<file path="src/rtl/page_xlate_tlb.sv">
// page_xlate_tlb -- virtual-to-physical translation through a small
// fully-associative TLB. A miss walks a one-level page table at {BPR, VPN}
// and refills the TLB round-robin.
//
// Ports:
//   clk, rst              clock, synchronous active-high reset
//   pg_en                 paging enable (snapshotted per request)
//   bpr_we, bpr_d         load base page register (also invalidates the TLB)
//   flush                 invalidate all TLB entries
//   req_valid/ready/vaddr translation request
//   rsp_valid/ready       translation response handshake
//   rsp_paddr, rsp_fault  physical address (0 on fault), PTE-invalid flag
//   mem_req, mem_addr     PTE read request, held until mem_ack
//   mem_ack, mem_rdata    PTE read completion and data
//
// Optional: define MMU_STATS_EN to add saturating hit_cnt, miss_cnt and
// fault_cnt outputs.

module page_xlate_tlb #(
    parameter int VA_W     = 6,
    parameter int PA_W     = 8,
    parameter int PG_OFF_W = 4,
    parameter int DATA_W   = 6,
    parameter int TLB_N    = 2
) (
    input  logic                          clk,
    input  logic                          rst,
    input  logic                          pg_en,
    input  logic                          bpr_we,
    input  logic [PA_W-VA_W+PG_OFF_W-1:0] bpr_d,
    input  logic                          flush,
    input  logic                          req_valid,
    output logic                          req_ready,
    input  logic [VA_W-1:0]               req_vaddr,
    output logic                          rsp_valid,
    input  logic                          rsp_ready,
    output logic [PA_W-1:0]               rsp_paddr,
    output logic                          rsp_fault,
    output logic                          mem_req,
    output logic [PA_W-1:0]               mem_addr,
    input  logic                          mem_ack,
    input  logic [DATA_W-1:0]             mem_rdata
`ifdef MMU_STATS_EN
    ,
    output logic [15:0]                   hit_cnt,
    output logic [15:0]                   miss_cnt,
    output logic [15:0]                   fault_cnt
`endif
);

    localparam int VPN_W = VA_W - PG_OFF_W;
    localparam int PPN_W = PA_W - PG_OFF_W;
    localparam int BPR_W = PA_W - VPN_W;
    localparam int PTR_W = (TLB_N > 1) ? $clog2(TLB_N) : 1;

    typedef enum logic [1:0] {IDLE, LOOKUP, WALK, RESP} state_t;

    state_t state, state_nx;

    // request snapshot
    logic [VA_W-1:0]  va_q;
    logic             pg_q;
    logic [BPR_W-1:0] bpr_q;
    logic [BPR_W-1:0] bpr;

    // set by any flush/bpr_we between accept and mem_ack; blocks the refill
    logic             kill_q;

    // PTE captured on mem_ack; consumed one cycle later
    logic             pte_pend;
    logic             pte_ok_q;
    logic [PPN_W-1:0] pte_ppn_q;

    // TLB storage
    logic [TLB_N-1:0]            tlb_vld;
    logic [TLB_N-1:0][VPN_W-1:0] tlb_tag;
    logic [TLB_N-1:0][PPN_W-1:0] tlb_ppn;
    logic [PTR_W-1:0]            ptr;

    logic [VPN_W-1:0]    vpn_q;
    logic [PG_OFF_W-1:0] off_q;
    logic [TLB_N-1:0]    hit_vec;
    logic                hit;
    logic [PPN_W-1:0]    hit_ppn;
    logic                fill;
    logic                unused_rdata;

    assign vpn_q = va_q[VA_W-1:PG_OFF_W];
    assign off_q = va_q[PG_OFF_W-1:0];

    // Only the PPN field and the valid bit of a PTE carry meaning.
    assign unused_rdata = ^mem_rdata;

    for (genvar i = 0; i < TLB_N; i++) begin : g_cmp
        assign hit_vec[i] = tlb_vld[i] && (tlb_tag[i] == vpn_q);
    end

    assign hit = |hit_vec;

    // Tags are unique, so OR-ing the matching entries selects one PPN.
    always_comb begin
        hit_ppn = '0;
        for (int i = 0; i < TLB_N; i++)
            if (hit_vec[i]) hit_ppn = hit_ppn | tlb_ppn[i];
    end

    assign fill = (state == WALK) && pte_pend && pte_ok_q && !kill_q;

    // ---------------- FSM ----------------
    always_ff @(posedge clk) begin
        if (rst) state <= IDLE;
        else     state <= state_nx;
    end

    always_comb begin
        state_nx = state;
        case (state)
            IDLE:    if (req_valid) state_nx = LOOKUP;
            LOOKUP:  state_nx = (!pg_q || hit) ? RESP : WALK;
            WALK:    if (pte_pend) state_nx = RESP;
            RESP:    if (rsp_ready) state_nx = IDLE;
            default: state_nx = IDLE;
        endcase
    end

    assign req_ready = (state == IDLE);

    // ---------------- BPR ----------------
    always_ff @(posedge clk) begin
        if (rst)         bpr <= '0;
        else if (bpr_we) bpr <= bpr_d;
    end

    // ---------------- datapath ----------------
    always_ff @(posedge clk) begin
        if (rst) begin
            va_q      <= '0;
            pg_q      <= 1'b0;
            bpr_q     <= '0;
            kill_q    <= 1'b0;
            pte_pend  <= 1'b0;
            pte_ok_q  <= 1'b0;
            pte_ppn_q <= '0;
            rsp_valid <= 1'b0;
            rsp_fault <= 1'b0;
            rsp_paddr <= '0;
            mem_req   <= 1'b0;
            mem_addr  <= '0;
        end else begin
            // Set has priority so a flush in the accept cycle still counts.
            if (flush || bpr_we)
                kill_q <= 1'b1;
            else if (state == IDLE && req_valid)
                kill_q <= 1'b0;

            case (state)
                IDLE: begin
                    if (req_valid) begin
                        va_q  <= req_vaddr;
                        pg_q  <= pg_en;
                        bpr_q <= bpr;       // pre-write value if bpr_we coincides
                    end
                end
                LOOKUP: begin
                    if (!pg_q) begin
                        rsp_paddr <= PA_W'(va_q);
                        rsp_fault <= 1'b0;
                        rsp_valid <= 1'b1;
                    end else if (hit) begin
                        rsp_paddr <= {hit_ppn, off_q};
                        rsp_fault <= 1'b0;
                        rsp_valid <= 1'b1;
                    end else begin
                        mem_req  <= 1'b1;
                        mem_addr <= {bpr_q, vpn_q};
                    end
                end
                WALK: begin
                    if (pte_pend) begin
                        pte_pend  <= 1'b0;
                        rsp_valid <= 1'b1;
                        rsp_fault <= !pte_ok_q;
                        rsp_paddr <= pte_ok_q ? {pte_ppn_q, off_q} : '0;
                    end else if (mem_req && mem_ack) begin
                        mem_req   <= 1'b0;
                        pte_pend  <= 1'b1;
                        pte_ok_q  <= mem_rdata[0];
                        pte_ppn_q <= mem_rdata[DATA_W-1 -: PPN_W];
                    end
                end
                RESP: begin
                    if (rsp_ready) rsp_valid <= 1'b0;
                end
                default: ;
            endcase
        end
    end

    // ---------------- TLB ----------------
    always_ff @(posedge clk) begin
        if (rst) begin
            tlb_vld <= '0;
            ptr     <= '0;
        end else begin
            if (fill) begin
                tlb_tag[ptr] <= vpn_q;
                tlb_ppn[ptr] <= pte_ppn_q;
                tlb_vld[ptr] <= 1'b1;
                ptr          <= (ptr == PTR_W'(TLB_N - 1)) ? '0 : ptr + PTR_W'(1);
            end
            // Invalidation overrides a coincident fill.
            if (flush || bpr_we) tlb_vld <= '0;
        end
    end

`ifdef MMU_STATS_EN
    always_ff @(posedge clk) begin
        if (rst) begin
            hit_cnt   <= '0;
            miss_cnt  <= '0;
            fault_cnt <= '0;
        end else begin
            if (state == LOOKUP && pg_q && hit && hit_cnt != 16'hFFFF)
                hit_cnt <= hit_cnt + 16'd1;
            if (state == LOOKUP && pg_q && !hit && miss_cnt != 16'hFFFF)
                miss_cnt <= miss_cnt + 16'd1;
            if (state == WALK && !pte_pend && mem_req && mem_ack && !mem_rdata[0]
                && fault_cnt != 16'hFFFF)
                fault_cnt <= fault_cnt + 16'd1;
        end
    end
`endif

endmodule

</file>
<file path="config.mk">
export PLATFORM = sky130hd
export DESIGN_NAME = page_xlate_tlb
export DESIGN_NICKNAME = d
export VERILOG_FILES = /design/src/rtl/page_xlate_tlb.sv
export SDC_FILE = /design/constraint.sdc
export NUM_CORES = 1
export LEC_CHECK = 0
export BUFFER_PORTS_ARGS = -buffer_cell sky130_fd_sc_hd__buf_4
export CAP_MARGIN = 20
export CELL_PAD_IN_SITES_DETAIL_PLACEMENT = 1
export CELL_PAD_IN_SITES_GLOBAL_PLACEMENT = 1
export CORE_ASPECT_RATIO = 1.75
export CORE_MARGIN = 3
export CORE_UTILIZATION = 43
export DETAILED_ROUTE_END_ITERATION = 8
export GPL_TIMING_DRIVEN = 0
export PLACE_DENSITY = 0.82
export SETUP_SLACK_MARGIN = 0.1
export SLEW_MARGIN = 40
export SYNTH_ARGS = -nofsm -noshare
export SYNTH_HDL_FRONTEND = slang
export SYNTH_SLANG_ARGS = --single-unit
</file>
<file path="constraint.sdc">
create_clock -name clk -period 2.25 [get_ports clk]
set_input_delay 0.45 -clock clk [delete_from_list [all_inputs] [get_ports clk]]
set_output_delay 0.45 -clock clk [all_outputs]
set_load 0.005 [all_outputs]
</file>
# Yosys cells after proc, flatten, opt, wreduce, memory -nomap -nowiden
# Cells that the tools add are included.
# W data, S select, Z words.
[word_totals]
output_inout_bits = 20
wordCells = 107
register_bits = 62
in_bits = 26
[op_classes]
n_lt_le_gt_ge = 2
bitwise = 5
mux = 39
reduce_logical = 27
n_eq_ne = 13
add_sub_neg = 1
[op_table]
columns = ["operator", "count"]
rows = [
  ["$mux W8", 4],
  ["$mux W1", 18],
  ["$pmux W8 S2", 1],
  ["$mux W4", 3],
  ["$ne A2 B2 Y1 const B", 6],
  ["$reduce_and A3 Y1", 4],
  ["$bwmux W8", 1],
  ["$logic_and A1 B1 Y1", 8],
  ["$mux W2", 4],
  ["$pmux W2 S4", 1],
  ["$reduce_and A5 Y1", 1],
  ["$bwmux W4", 1],
  ["$demux W4 S1", 1],
  ["$eq A2 B2 Y1", 2],
  ["$eq A2 B2 Y1 const B", 2],
  ["$or A4 B4 Y4", 1],
  ["$pmux W1 S2", 2],
  ["$reduce_and A2 Y1", 2],
  ["$reduce_and A4 Y1", 1],
  ["$reduce_bool A2 Y1", 2],
  ["$reduce_or A2 Y1", 2],
  ["$logic_not A1 Y1", 3],
  ["$ne A3 B3 Y1 const B", 1],
  ["$not A1 Y1", 3],
  ["12 further kinds", 13],
]

# Depth between registers and ports, before layout
# Gate-level depths: netlist of run 1.
[depth]
depth_word = 8
depth_mapped = 7
ltp_nobuf = 6

# Worst setup path after synthesis of run 1
# No wires, ideal clock.
[synth_path]
path_type = "register to register"
startpoint = "reg state[0]"
endpoint = "reg tlb_ppn[4] in the netlist's numbering (enable)"
n_path_buf = 1
stages_incl_launch_ff = 6
synth_period_minus_slack_ns = 1.951
arrival_time_ns = 1.573
path_slack_ns = 0.299
setup_ns = 0.378
required_ns = 1.872
path_cell_list = "dfxtp_1 -> inv_1 -> ha_1 -> buf_2 -> nand4b_1 -> nor3b_1"
[synth_between]
elab_chain_cells = 5
[synth_lines]
columns = ["element", "line", "rtl"]
rows = [
  ["start: declaration", "58", "state_t state, state_nx;"],
  ["start signal: assignment", "112", "else state <= state_nx;"],
  ["$eq A2 B2 Y1", "107", "assign fill = (state == WALK) && pte_pend && pte_ok_q && !kill_q;"],
  ["$logic_and A1 B1 Y1 (3 in a row)", "107", ""],
  ["$reduce_and A2 Y1 (no line)", "n/a", ""],
  ["end signal: indexed assignment", "207", "tlb_ppn[ptr] <= pte_ppn_q;"],
  ["end: declaration", "77", "logic [TLB_N-1:0][PPN_W-1:0] tlb_ppn;"],
]
# Every way passes these cells.
# A chain may end at the register's enable or synchronous reset.

# Worst setup path after layout of run 1
[layout_path]
startpoint = "reg state[0]"
endpoint = "reg rsp_paddr[7]"
[layout_between]
elab_chain_cells = 3
word_cells_on_any_way = 7
classes_between = "eq/ne (4); mux (1); reduce/logical (2)"
[layout_lines]
columns = ["element", "line", "rtl"]
rows = [
  ["$eq A2 B1 Y1 or $eq A2 B2 Y1 (tied branches)", "156", "case (state)"],
  ["$ne A3 B3 Y1 (no line), or another cell as far along", "n/a", ""],
  ["$reduce_and A3 Y1 (no line)", "n/a", ""],
  ["end signal: assignment", "166", "rsp_paddr <= PA_W'(va_q);"],
  ["end signal: assignment", "170", "rsp_paddr <= {hit_ppn, off_q};"],
  ["end signal: assignment", "183", "rsp_paddr <= pte_ok_q ? {pte_ppn_q, off_q} : '0;"],
  ["end: declaration", "37", "output logic [PA_W-1:0] rsp_paddr,"],
]
# Several ways; a longest one is shown, not always the timed one.

==> results of run 1 <==
-- power groups by stage --
stage               logic, mW  registers [mW]  clock network, mW
floorplan               0.723            1.31                  0
finish                   1.06            1.30               1.03
CTS                      1.07            1.30               1.05
detailed placement       1.06            1.33                  0
global placement         1.02            1.32                  0
global route             1.15            1.32               1.10
-- registers in the layout (all words and copies together), names as in the netlist, 2 cells and up --
| register | cells |
|---|---|
| state | 2 |
| tlb_vld | 2 |
| pte_ppn_q | 4 |
| bpr_q | 6 |
| tlb_ppn | 8 |
| rsp_paddr | 8 |
| tlb_tag | 4 |
| bpr | 6 |
| mem_addr | 8 |
| va_q | 6 |
-- kinds of logic after synthesis --
kind of cell	Yosys count	synth area share
compound gates	55	0.139
xor+xnor	9	0.0384
fa+ha+maj	4	0.0183
buf+inv	26	0.0457
flops	62	0.497
mux	21	0.0831
simple gates	98	0.179
-- through the flow --
step | hold WS (ns) | TNS [ns] | worst slack [ns]
2_1_floorplan | 0.431 | 0 | 0.299
4_1_cts | 0.267 | 0 | 0.0575
3_3_place_gp | 0.441 | -1.19 | -0.106
5_1_grt | 0.275 | 0 | 0.104
3_5_place_dp | 0.453 | -1.89 | -0.168
6_report | 0.281 | 0 | 0.195
-- layout by cell type (no fill, tap or decap), types with 12 or more instances in the layout --
| cell | count |
|---|---|
| nand2_1 | 31 |
| nand3_1 | 13 |
| dfxtp_1 | 50 |
| buf_4 | 46 |
| nor2_1 | 19 |
| mux2i_1 | 16 |
| a21oi_1 | 25 |
| edfxtp_1 | 12 |
-- metal layers --
metal	share of wire	vias up
met1	0.35	1103
met2	0.59	56
met3	0.038	17
li1	-	1080
met5	0	-
met4	0.022	0
-- worst max-delay path: cells and delay by family, from the launching register on --
family	cells	cell delay, ns
mux	1	0.22
simple gates	2	0.66
buf+inv	1	0.10
fa+ha+maj	1	0.29
compound gates	1	0.36
flops	1	0.37
-- path summary, 6_finish.rpt --
kind / from / to
worst max register to register: state[0] / rsp_paddr[7]
worst max-delay path: state[0] / rsp_paddr[7]
worst min-delay path: flush / tlb_vld[0]
worst min register to register: bpr_q[4] / bpr_q[4]
-- area by class of cell --
class / count / area, um2
fillers: 710 / 2600
multi-input cells: 187 / 1270
well taps: 78 / 97.6
plain buffers: 16 / 87.6
inverters: 10 / 37.5
flip-flops and latches: 62 / 1360
repair buffers: 46 / 345
clock inverters: 3 / 40.0
clock buffers: 13 / 170
-- timing repair --
item,4_1_cts,5_1_grt
endpoints found under the setup margin,12,12
resized for setup,2,2
pin swaps,0,2
setup buffers,0,3
==> run_results.csv, run 1 <==
group,metric,value,unit
run_status,run_status,"finished, final reports clean",
pwr,power_frac_seq,0.383,
yosys,syn_nets,305,
run,max_cap_violations,0,
timing,rsz0062_at_grt,"no",
global_routing,use_met3,0.0525,
yosys,ys_types,43,
die,num_io_pins,46,
die,rows,37,
cts,cts_root_buf,"clkbuf_8",
pwr,p_sw,1.13,mW
timing,tightest_slew,0.703,ns
cts,clock_path_buffers,2,
yosys,synth_commonest_cells,"50 x dfxtp_1, 31 x nand2_1, 25 x a21oi_1",
critical_path,worstPathCellList,"inv_1 > ha_1 > nand2b_1 > or4_1 > a31oi_1 > mux2_4",
yosys,synthTopCellsByArea,"dfxtp_1 37%, edfxtp_1 13%, mux2i_1 5.8%",
hold_path,hold_path.class,"input pin to register",
timing,slew_headroom,0.531,
die,die_x,66.3,um
cts,cts_buffers,9,
cts,cts_hold_buf,0,
timing,clock_skew,0.00867,ns
global_routing,gr-usage-met1,0.217,
pwr,combPwrFrac,0.313,
pwr,irDropWorstVdd,524,uV
timing,drv_slew,0,
yosys,yosysTopAreaCellShare,0.365,
final_layout,syn2layout_area_growth,24.7,%
critical_path,cp_max_fo,6,
critical_path,cp.required,2.54,ns
placement,placed_cell_area,0.00316,mm2
cts,cts.sinks,62,
critical_path,rr_worst_depth,6,
cts,clock_latency,0.35,ns
cts,htreeDepth,3,
final_layout,finalNonFillerCells,415,
pwr,swShare,0.332,
global_routing,overflow,0,
global_routing,grt_pass1_wl,12400,um
pwr,p_int,2.27,mW
timing,final_hold_viol_count,0,
yosys,async_reset_ff_frac,0,
yosys,ys_warn_count,0,
pwr,totalPowerFinal,3.40,mW
critical_path,critPathArrivalTime,2.35,ns
global_routing,busiest_layer,"met2",
cts,cts_tree,"yes",
placement,place_congestion,0.832,
die,die_h,112,um
critical_path,slowest_delay,0.48,ns
yosys,synth_top_flop_cell,"dfxtp_1",
placement,port-buffer-count,43,
critical_path,criticalPathCategory,"register to register",
detailed_routing,drt-vias-per-instance,5.44,
yosys,synth_area,0.00274,mm2
yosys,synth_edf_count,12,
timing,post-route-period-util,0.913,
global_routing,track_usage,0.226,
critical_path,end_kind,"register",
die,start_util,0.455,
final_layout,drive_above_1_share,0.243,
detailed_routing,drtIter0Drc,69,
final_layout,postLayoutCoreUtil,0.567,
global_routing,antenna_found_initial,0,
global_routing,grtUsageMet2,0.424,
placement,placed_cells,396,
pwr,clkPwrFrac,0.304,
final_layout,n_antenna_cell,0,
yosys,yosysMostFrequentCell,"dfxtp_1",
final_layout,finish.instance_area,0.00341,mm2
final_layout,num-nets-final,362,
die,die-area,0.00740,mm2
detailed_routing,drc,0,
timing,fmax,487,MHz
yosys,synth_seq_area_share,0.497,
detailed_routing,dr.pass1.iters,4,
pwr,p_per_area,996,mW/mm2
global_routing,grt_pass1_vias,2453,
yosys,synth.avg_cell_area,9.96,um2
detailed_routing,drtAntennaViolNets,0,
die,coreArea,0.00602,mm2
hold_path,hold_path_depth,2,
critical_path,startpoint_type,"register",
detailed_routing,vias,2256,
timing,setup_viol,0,
yosys,synth.largest_area_cell,"dfxtp_1",
pwr,p_leak,1.37,nW
cts,path_clk_slew,0.07,ns
detailed_routing,wl,7740,um
critical_path,crit_slowest_cell,"or4_1",
critical_path,rrSetupSlack,0.20,ns
global_routing,grt_max_degree,11,
detailed_routing,wire_per_inst,18.7,um
placement,dp_hpwl,5750,um
yosys,synthCells,275,
yosys,ys_seq_elements,62,
timing,finalCriticalPeriod,2.05,ns
(Power assumes the default switching activity.)
==> inputs of run 2 (changes only) <==
- PLACE_DENSITY: 0.82 -> 0.87
==> run_results.csv, run 2 (synthesis results as in run 1) <==
group,metric,value,unit
pwr,p_leak,1.37,nW
cts,htreeDepth,3,
final_layout,n_antenna_cell,0,
final_layout,final_cell_mix,"50 x dfxtp_1, 49 x buf_4, 31 x nand2_1",
critical_path,criticalPathCategory,"register to register",
final_layout,postLayoutCoreUtil,0.565,
die,die_h,112,um
cts,cts_root_buf,"clkbuf_8",
cts,cts_tree,"yes",
critical_path,end_kind,"register",
final_layout,final_common_cell,"dfxtp_1",
run,max_cap_violations,0,
timing,rsz0062_at_grt,"no",
timing,clock_skew,0.0114,ns
timing,drv_slew,0,
cts,cts.sinks,62,
cts,cts_hold_buf,0,
detailed_routing,vias,2330,
global_routing,grt_max_degree,11,
critical_path,critPathArrivalTime,2.34,ns
critical_path,timing.rr.end,"rsp_paddr[6]",
cts,path_clk_slew,0.07,ns
detailed_routing,drt-vias-per-instance,5.57,
final_layout,num-nets-final,365,
global_routing,overflow,0,
die,start_util,0.455,
global_routing,grt_pass1_wl,12700,um
detailed_routing,drtAntennaViolNets,0,
global_routing,track_usage,0.232,
placement,port-buffer-count,43,
timing,final_hold_viol_count,0,
hold_path,hold_path_depth,2,
die,rows,37,
global_routing,grt_pass1_vias,2447,
hold_path,hold_path.class,"input pin to register",
detailed_routing,dr.pass1.iters,4,
run_status,run_status,"finished, final reports clean",
pwr,p_per_area,951,mW/mm2
timing,post-route-period-util,0.913,
critical_path,r2r_start,"state[0]",
timing,worst_hold_slack,0.293,ns
cts,cts_buffers,9,
global_routing,antenna_found_initial,0,
timing,tightest_slew,0.728,ns
placement,place_congestion,0.799,
critical_path,rrSetupSlack,0.20,ns
final_layout,top_regs,"mem_addr (8), rsp_paddr (8), tlb_ppn (8)",
pwr,irDropWorstVdd,516,uV
final_layout,syn2layout_area_growth,24.2,%
die,die-area,0.00740,mm2
placement,dp_hpwl,5610,um
timing,setup_viol,0,
detailed_routing,wl,8220,um
die,num_io_pins,46,
timing,fmax,487,MHz
critical_path,rr_worst_depth,6,
die,coreArea,0.00602,mm2
critical_path,cp.required,2.54,ns
hold_path,worstHoldStart,"flush",
cts,clock_latency,0.35,ns
detailed_routing,drc,0,
critical_path,critPathLaunch,"state[0]",
die,die_x,66.3,um
timing,slew_headroom,0.515,
hold_path,worstHoldEndpoint,"tlb_vld[0]",
critical_path,startpoint_type,"register",
detailed_routing,wire_per_inst,19.7,um
timing,tns,0,ns
final_layout,drive_above_1_share,0.256,
cts,clock_path_buffers,2,
critical_path,cp_max_fo,6,
detailed_routing,drtIter0Drc,120,
timing,finalCriticalPeriod,2.05,ns
-- run 2: cell types whose count changed in the layout (fill, tap and decap cells not counted) --
cell       delta
bufinv_16     -1
buf_2         -1
a31oi_1       -1
clkbuf_4      +1
clkbuf_16     -1
clkinv_2      +3
clkbuf_1      -1
buf_4         +3
a31oi_2       +1
-- run 2: how the worst max path moves through the flow --
stage | to | slack, ns | cells after the start
6_report | rsp_paddr[6] | 0.20 | 6
5_1_grt | tlb_ppn[3] | 0.11 | 7
4_1_cts | rsp_paddr[7] | 0.19 | 6
3_5_place_dp | tlb_ppn[6] | -0.28 | 5
3_3_place_gp | tlb_ppn[6] | -0.09 | 5
2_1_floorplan | tlb_ppn[4] | 0.30 | 5
-- run 2: per-layer routing --
layer,vias to the layer above,global-route usage,part of all wire
met5,-,0,0
met4,0,0.156,0.052
met3,17,0.0333,0.036
met2,74,0.417,0.55
met1,1151,0.236,0.36
li1,1088,-,-
-- run 2: critical path, stage by stage, from the launching register on --
cell and delay [ns]:
dfxtp_1 0.36, inv_1 0.10, ha_1 0.30, nand2b_1 0.19, or4_1 0.50, a31oi_1 0.34
mux2_4 0.21
-- run 2: through the flow --
stage          power (mW)  instances  area, um2  setup WS [ns]
6_report             3.24        418       3400          0.195
5_1_grt              3.39        418       3400          0.109
4_1_cts              3.23        418       3390          0.190
3_5_place_dp         2.38        396       3160         -0.284
3_3_place_gp         2.34        396       3160        -0.0910
2_1_floorplan        2.03        275       2740          0.299
-- run 2: where the power goes --
group          switching, mW  internal, mW  total (mW)
Combinational          0.631         0.437        1.07
Clock                  0.443         0.420       0.863
Sequential            0.0717          1.23        1.30
-- run 2: layout make-up --
cell class              count  area [um2]
flip-flops and latches     62        1360
clock buffers              11         141
clock inverters             5        25.0
well taps                  78        97.6
multi-input cells         187        1280
plain buffers              16        90.1
repair buffers             49         368
inverters                  10        37.5
fillers                   698        2620
-- run 2: repair_timing --
| action | in CTS | in global routing |
|---|---|---|
| gates resized for setup | 4 | 2 |
| endpoints found under the setup margin | 12 | 7 |
| pin swaps | 2 | 0 |
| buffers inserted | 6 | 0 |
